<file path="config.mk">
export PLATFORM = sky130hd
export DESIGN_NAME = as2650_gpio_ports
export DESIGN_NICKNAME = d
export VERILOG_FILES = /design/src/rtl/as2650_gpio_ports.sv
export SDC_FILE = /design/constraint.sdc
export NUM_CORES = 1
export LEC_CHECK = 0
export ABC_AREA = 0
export CAP_MARGIN = 25
export CORE_ASPECT_RATIO = 1.2
export CORE_MARGIN = 3
export CORE_UTILIZATION = 51
export DETAILED_ROUTE_END_ITERATION = 16
export DONT_BUFFER_PORTS = 1
export GPL_TIMING_DRIVEN = 0
export PLACE_DENSITY = 0.77
export SKIP_LAST_GASP = 1
export SLEW_MARGIN = 5
export SYNTH_ARGS = -nofsm -noshare
export SYNTH_HDL_FRONTEND = slang
export SYNTH_SLANG_ARGS = --single-unit
</file>
<file path="constraint.sdc">
create_clock -name clk -period 1.23 [get_ports clk]
set_input_delay 0.123 -clock clk [delete_from_list [all_inputs] [get_ports clk]]
set_output_delay 0.123 -clock clk [all_outputs]
set_load 0.01 [all_outputs]
</file>
<file path="src/rtl/as2650_gpio_ports.sv">
// GPIO port bank for the AS2650 extended I/O space: NPORTS x WIDTH pins with per-bit direction,
// two-flop input synchronisers and, when GPIO_IRQ_EN is defined, sticky pin-change flags and irq.
module as2650_gpio_ports #(
  parameter int          NPORTS    = 2,
  parameter int          WIDTH     = 8,
  parameter logic [7:0]  BASE_ADDR = 8'h00,
  parameter int          IRQ_EDGE  = 0
) (
  input  logic                      clk,
  input  logic                      rst_n,
  input  logic [7:0]                io_addr,
  input  logic [7:0]                io_wdata,
  input  logic                      io_we,
  input  logic                      io_re,
  output logic [7:0]                io_rdata,
  output logic                      io_rvalid,
  input  logic [NPORTS*WIDTH-1:0]   pins_in,
  output logic [NPORTS*WIDTH-1:0]   pins_out,
  output logic [NPORTS*WIDTH-1:0]   pins_oe,
  output logic                      irq
);

  localparam int NB   = NPORTS * WIDTH;
  localparam int SPAN = 4 * NPORTS;

  // Bus protocol: io_we / io_re are single-cycle strobes sampled on clk; a write wins over a
  // simultaneous read, and an in-bank read answers with io_rvalid for exactly one cycle.
  logic [8:0] off9;
  logic       in_bank;
  logic [2:0] port_idx;
  logic [1:0] reg_idx;
  logic       wr;
  logic       rd;

  // Addresses below BASE_ADDR wrap to bit 8 set and so fall outside the span.
  assign off9     = {1'b0, io_addr} - {1'b0, BASE_ADDR};
  assign in_bank  = (off9 < 9'(SPAN));
  assign port_idx = off9[4:2];
  assign reg_idx  = off9[1:0];
  assign wr       = io_we && in_bank;
  assign rd       = io_re && !io_we && in_bank;

  logic [NB-1:0] data_q;
  logic [NB-1:0] ddr_q;
  logic [NB-1:0] s1_q;
  logic [NB-1:0] s2_q;

  assign pins_out = data_q;
  assign pins_oe  = ddr_q;

  always_ff @(posedge clk or negedge rst_n) begin
    if (!rst_n) begin
      data_q <= '0;
      ddr_q  <= '0;
    end else if (wr) begin
      for (int p = 0; p < NPORTS; p++) begin
        if (port_idx == 3'(p)) begin
          if (reg_idx == 2'd0) data_q[p*WIDTH +: WIDTH] <= io_wdata[WIDTH-1:0];
          if (reg_idx == 2'd1) ddr_q[p*WIDTH +: WIDTH]  <= io_wdata[WIDTH-1:0];
        end
      end
    end
  end

  always_ff @(posedge clk or negedge rst_n) begin
    if (!rst_n) begin
      s1_q <= '0;
      s2_q <= '0;
    end else begin
      s1_q <= pins_in;
      s2_q <= s1_q;
    end
  end

`ifdef GPIO_IRQ_EN
  logic [NB-1:0] imask_q;
  logic [NB-1:0] iflag_q;
  logic [NB-1:0] prev_q;
  logic [NB-1:0] edge_hit;
  logic [NB-1:0] clr;
  logic [1:0]    arm_q;
  logic          armed;
  logic          irq_q;

  // Detection stays off until s1/s2/prev have all loaded real pin values after reset.
  assign armed = (arm_q == 2'd3);

  always_comb begin
    if (IRQ_EDGE == 1)      edge_hit = s2_q & ~prev_q;
    else if (IRQ_EDGE == 2) edge_hit = ~s2_q & prev_q;
    else                    edge_hit = s2_q ^ prev_q;
    if (!armed) edge_hit = '0;
  end

  always_comb begin
    clr = '0;
    if (wr && reg_idx == 2'd3) begin
      for (int p = 0; p < NPORTS; p++) begin
        if (port_idx == 3'(p)) clr[p*WIDTH +: WIDTH] = io_wdata[WIDTH-1:0];
      end
    end
  end

  always_ff @(posedge clk or negedge rst_n) begin
    if (!rst_n) begin
      imask_q <= '0;
      iflag_q <= '0;
      prev_q  <= '0;
      arm_q   <= 2'd0;
      irq_q   <= 1'b0;
    end else begin
      prev_q <= s2_q;
      if (!armed) arm_q <= arm_q + 2'd1;
      if (wr && reg_idx == 2'd2) begin
        for (int p = 0; p < NPORTS; p++) begin
          if (port_idx == 3'(p)) imask_q[p*WIDTH +: WIDTH] <= io_wdata[WIDTH-1:0];
        end
      end
      // A new edge in the same cycle as a W1C keeps the flag set.
      iflag_q <= (iflag_q & ~clr) | edge_hit;
      irq_q   <= |(iflag_q & imask_q);
    end
  end

  assign irq = irq_q;
`else
  assign irq = 1'b0;
`endif

  logic [7:0] rd_mux;

  always_comb begin
    rd_mux = '0;
    for (int p = 0; p < NPORTS; p++) begin
      if (port_idx == 3'(p)) begin
        case (reg_idx)
          2'd0: rd_mux[WIDTH-1:0] = (ddr_q[p*WIDTH +: WIDTH] & data_q[p*WIDTH +: WIDTH])
                                  | (~ddr_q[p*WIDTH +: WIDTH] & s2_q[p*WIDTH +: WIDTH]);
          2'd1: rd_mux[WIDTH-1:0] = ddr_q[p*WIDTH +: WIDTH];
`ifdef GPIO_IRQ_EN
          2'd2: rd_mux[WIDTH-1:0] = imask_q[p*WIDTH +: WIDTH];
          2'd3: rd_mux[WIDTH-1:0] = iflag_q[p*WIDTH +: WIDTH];
`endif
          default: rd_mux = '0;
        endcase
      end
    end
  end

  always_ff @(posedge clk or negedge rst_n) begin
    if (!rst_n) begin
      io_rdata  <= 8'h00;
      io_rvalid <= 1'b0;
    end else begin
      io_rvalid <= rd;
      if (rd) io_rdata <= rd_mux;
    end
  end

endmodule

</file>
* After elaboration in Yosys (flattened, before gate mapping) *
Cells that the tools add are included.

cells by class
  reductions and logical operators = 10
  divide/modulo/power cells = 0
  add/sub/neg operators = 0
  multipliers = 0
  equal/unequal tests = 2
  muxes and demuxes = 4
  shift operators = 0
  order comparisons = 1
  bitwise operators = 8

operators by type and width
  operator              count
  $and A8 B8 Y8         4
  $pmux W8 S2           2
  $mux W8               2
  $not A8 Y8            2
  $or A8 B8 Y8          2
  $reduce_and A3 Y1     4
  $lt A8 B4 Y1 const B  1
  $eq A3 B1 Y1 const B  1
  $logic_and A1 B1 Y1   3
  $logic_not A3 Y1      1
  $eq A2 B1 Y1 const B  1
  $logic_not A2 Y1      1
  $logic_not A1 Y1      1

storage, ports and cells
  memories = 0
  logic and storage cells = 33
  latch bits = 0
  flip-flop bits (word level) = 73
  output and inout port bits = 42
  bits in read-only memories = 0
  RAM bits = 0

* Longest topological paths before layout *
  depth in word-level cells = 6
  gate-level depth with buffers = 6
  gate-level depth less buffers = 4

* Worst setup path after synthesis *
Ideal clock, no wire load.

  path kind = input-to-reg
  start point = input port io_addr[3]
  end point = register data_q[0] (netlist: pins_out[0])
  cell stages on the path = 5
  arrival = 1951 ps
  data required time = 1105 ps
  path buffers = 1
  slack = -847 ps
  cell sequence = or4_4 -> or4b_4 -> or3_1 -> buf_6 -> mux2_4

between the ends
  cells in the longest elaborated chain, start to end = 3
  elaborated cells on any way between the ends = 4
  those cells by class = order compare (1); reduce/logical (3)

ends and longest elaborated chain
  element                          line  source
  start: declaration               11    input logic [7:0] io_addr,
  $lt A8 B4 Y1                     37    assign in_bank = (off9 < 9'(SPAN));
  $logic_and A1 B1 Y1              40    assign wr = io_we && in_bank;
  $reduce_and A3 Y1 (no line) (*)  -
  end signal: indexed assignment   58    if (reg_idx == 2'd0) data_q[p*WIDTH +: WIDTH] <= io_wdata[WIDTH-1:0];
  end: declaration                 43    logic [NB-1:0] data_q;

Mark *: on every way between the ends. The rest lies on a longest branch, timed or not.
A chain may end at the register's enable or synchronous reset.

* Worst setup path after layout *
  start point = input port io_addr[3]
  end point = register data_q[7] (netlist: pins_out[7])

The elaborated chain is that of the path after synthesis.

==> results.md <==
Status:
- The run finished, with violations left.
- The final reports fail on hold timing, setup timing.

Synth:
- The synthesized netlist contains 24 unique library cells.
- The number of warnings issued by yosys is 0.
- Counting flops with a built-in enable in the synthesized netlist gives 0.
- After synthesis the netlist holds a flip-flop and latch count of 73.
- The average cell area after synthesis is about 14 um^2.
- The share of flip-flops with an asynchronous set or reset is 100.0%.
- The share of the synthesized area in the top cell type is ~66%.
- The net count of the mapped netlist is approximately 230.
- By count the netlist is led by dfrtp_1 (73), o21ai_0 (32), mux2_2 (24), a21oi_1 (14).
- By area the synthesized netlist is led by dfrtp_1 (66%), mux2_2 (9.8%), o21ai_0 (5.8%).
- Synthesis handed over a netlist of 197 instances.
- The most used flip-flop cell after synthesis is dfrtp_1.
- Summing the sequential cell areas from Yosys gives 66.21% of the chip area.
- After synthesis the cells add up to roughly 2800 um^2.
- The biggest area contributor in the post-synthesis netlist is dfrtp_1.
- The most frequent cell after synthesis is dfrtp_1.

Critical path:
- The combined buffer and inverter count along the critical path is 1.
- The longest individual stage delay on the worst path is around 0.55 ns.
- The startpoint-to-endpoint class of the critical path is primary input to flop.
- The critical path's top delay family is simple AND/OR/NAND/NOR gates.
- STA classifies the critical path endpoint as a flop.
- The worst setup path is launched from a primary input.
- The required arrival time at the worst endpoint is roughly 1.5 ns.
- The worst reg-to-reg setup slack is -0.17 ns.
- At the worst endpoint, the arrival time is 2.01 ns.
- The critical path goes through or4_4 -> or4b_4 -> or3_4 -> buf_12 -> mux2_4.
- The highest-delay cell along the critical path is or4b_4.
- The largest fanout on the critical path is 8.

Global route:
- The met1 track demand over resource in global routing is about a quarter.
- The number of antenna violations at the first check in global routing is 0.
- The wire length of the first global-routing pass is about 9700 um.
- Global routing used roughly 7.5% of the available met3 tracks.
- In the global route stage, met2 resource usage came out at between 30% and 40%.
- The layer with the highest usage after global routing is met2.
- The global-route congestion overflow total is 0.
- Global routing consumed, over all layers together, between 20% and 30% of the routing resources.
- The number of global-route vias before repair is roughly 1800.
- The pin count of the biggest net entering global routing is 74.

Layout:
- The area overhead of the layout relative to synthesis is 26.21%.
- The final net count is between 200 and 300.
- 0 antenna diodes ended up in the layout.
- The post-route netlist has roughly 34% of its cells at a drive strength greater than 1.
- Counting the fill cells in the layout gives 333.

Worst hold path:
- The min-delay analysis places its worst path in the category primary input to asynchronous set/reset pin.

Placed design:
- Timing analysis after detailed placement gives a worst setup slack of -1.110 ns.
- Routability-driven placement finished with a final weighted congestion of 0.7278.
- Detailed placement ended at an HPWL of 3723 um.
- During placement, the flow inserted port buffers numbering 0.

CTS:
- The clock tree buffer depth is 2.
- CTS built an H-tree with a depth of 3.
- The clock edge transition at the registers on the reported setup and hold paths is 0.07 ns.
- The tree built by TritonCTS fans out to 73 sinks.
- The root buffer cell chosen for the clock tree is clkbuf_8.
- Clock latency on the worst-skew pair, taken at its later pin, is about 0.34 ns.
- The CTS tree is yes.
- Clock tree synthesis inserted a total of 9 buffers.
- After clock tree synthesis, the flow added hold-fix buffers numbering 24.

STA:
- After layout, the worst setup slack is -0.5551 ns.
- For the finished layout, the period the worst path requires is around 1.8 ns.
- The worst pin sits at a relative slew slack of about three fifths.
- The worst-case clock skew is around 0.0064 ns.
- The final critical path takes up 145.1% of the cycle.
- Setup repair after global routing could not meet its margin everywhere.
- The upper clock frequency limit is around 560 MHz.
- The number of hold-slack violations in the final timing report is 73.
- The final worst hold slack is -0.5336 ns.
- The max-slew violation total from the final report is 0.
- At the pin with the least slew margin, the transition time is around 0.58 ns.
- The setup violation total in the final timing report is between 40 and 50.

Run:
- The tool flagged a number of max-cap violations equal to 0.

Routing:
- The DRC marker count from the first detailed-route iteration is between 100 and 150.
- The total routed wirelength is roughly 6400 um.
- Detailed routing inserted a total of 1750 vias.
- The detailed-route wire length per cell is 21.00 um.
- The via density per instance is approximately 5.8.
- The number of iterations in the first detailed-routing pass is 4.
- For this run, design rule violations remaining after detail routing come to 0.
- The remaining antenna violation count is 0.

Power and ir drop:
- The worst ir drop on vdd is around 0.0011 V.
- Summed over all cells, the static leakage comes to 1.607 nW.
- Dividing total power by cell area gives a power density of roughly 1300 nW/um^2.
- Summing internal, switching and leakage power gives 4.666 mW.

Die:
- The number of top-level pins is between 70 and 80.
- The chip height is between 80 and 90 um.
- The initial core utilization is 54.31%.
- The floorplan step defined a die boundary enclosing roughly 6300 um^2.
- After floorplanning, the core was sized to cover 5080 um^2.
- The horizontal die dimension is around 73 um.
- The floorplan has 28 rows.
==> timing repair <==
| action | in CTS | in global routing |
|---|---|---|
| buffers inserted | 8 | 1 |
| endpoints found under the setup margin | 40 | 40 |
| resized for setup | 18 | 16 |
| cloned | 0 | 0 |
| endpoints found under the hold margin | 121 | 73 |
| pin swaps | 6 | 5 |
==> final timing paths <==
check | from | end | cells past startpoint
min reg2reg | s1_q[5] | s2_q[5] | 0
min | rst_n | pins_out[12] | 0
max | io_addr[3] | pins_out[7] | 5
max in group asynchronous | rst_n | pins_out[8] | 0
max reg2reg | pins_oe[0] | io_rdata[0] | 4
min in group clk | io_addr[1] | io_rdata[3] | 2
==> metal layers <==
metal  routed length (um)  share of wire [%]
met1                 2668                 42
met2                 3166                 50
met3                  407                6.4
met4                  121                1.9
met5                    0                  0
==> cells by family after synthesis <==
group                  share of synthesized area (%)
buffers and inverters                          2.086
DFF                                            66.21
other                                         0.1359
muxes                                          14.15
AOI/OAI and AO/OA                              8.934
and+or+nand+nor                                8.481
==> sequential cells by signal, indices dropped and copies added (netlist names) <==
| name | cells |
|---|---|
| s2_q | 16 |
| io_rvalid | 1 |
| io_rdata | 8 |
| pins_oe | 16 |
| pins_out | 16 |
| s1_q | 16 |
==> final cells by class <==
cell class | count | area (um^2) | share of cell area [%]
tap | 60 | 75.07 | 2.156
buffer | 7 | 46.29 | 1.330
inverter | 3 | 11.26 | 0.3234
multi-input combinational | 112 | 1002 | 28.78
sequential | 73 | 1828 | 52.50
timing repair buffer | 33 | 342.8 | 9.845
clock buffer | 11 | 131.4 | 3.773
clock inverter | 4 | 45.04 | 1.294
==> cells in the final DEF (no fill, tap or decap), types with 3 or more instances in the layout <==
master and n:
a21oi_1 13, buf_4 3, buf_6 6, clkbuf_1 7
clkbuf_8 9, clkinv_2 3, dfrtp_1 72, dlygate4sd3_1 24
mux2_2 7, mux2_4 25, nand2_1 8, nand2b_1 7
o21ai_0 24, o21ai_2 7, or3b_2 6
==> metrics by stage <==
stage / instance area, um^2 / TNS, ns / util (%) / cells
6_report: 3482 / -16.85 / 68.55 / 303
2_1_floorplan: 2800 / -28.21 / - / 197
5_1_grt: 3482 / -17.50 / 68.55 / 303
3_5_place_dp: 2875 / -36.35 / 56.60 / 257
4_1_cts: 3405 / -14.49 / 67.02 / 302
3_3_place_gp: 2875 / -36.39 / 56.60 / 257
==> power breakdown <==
group	internal, mW	leakage (nW)	switching [mW]
Combinational	0.172	0.577	0.111
Clock	0.917	0.0929	0.842
Sequential	2.52	0.937	0.109
No activity file was read; power rests on OpenSTA's default activity.
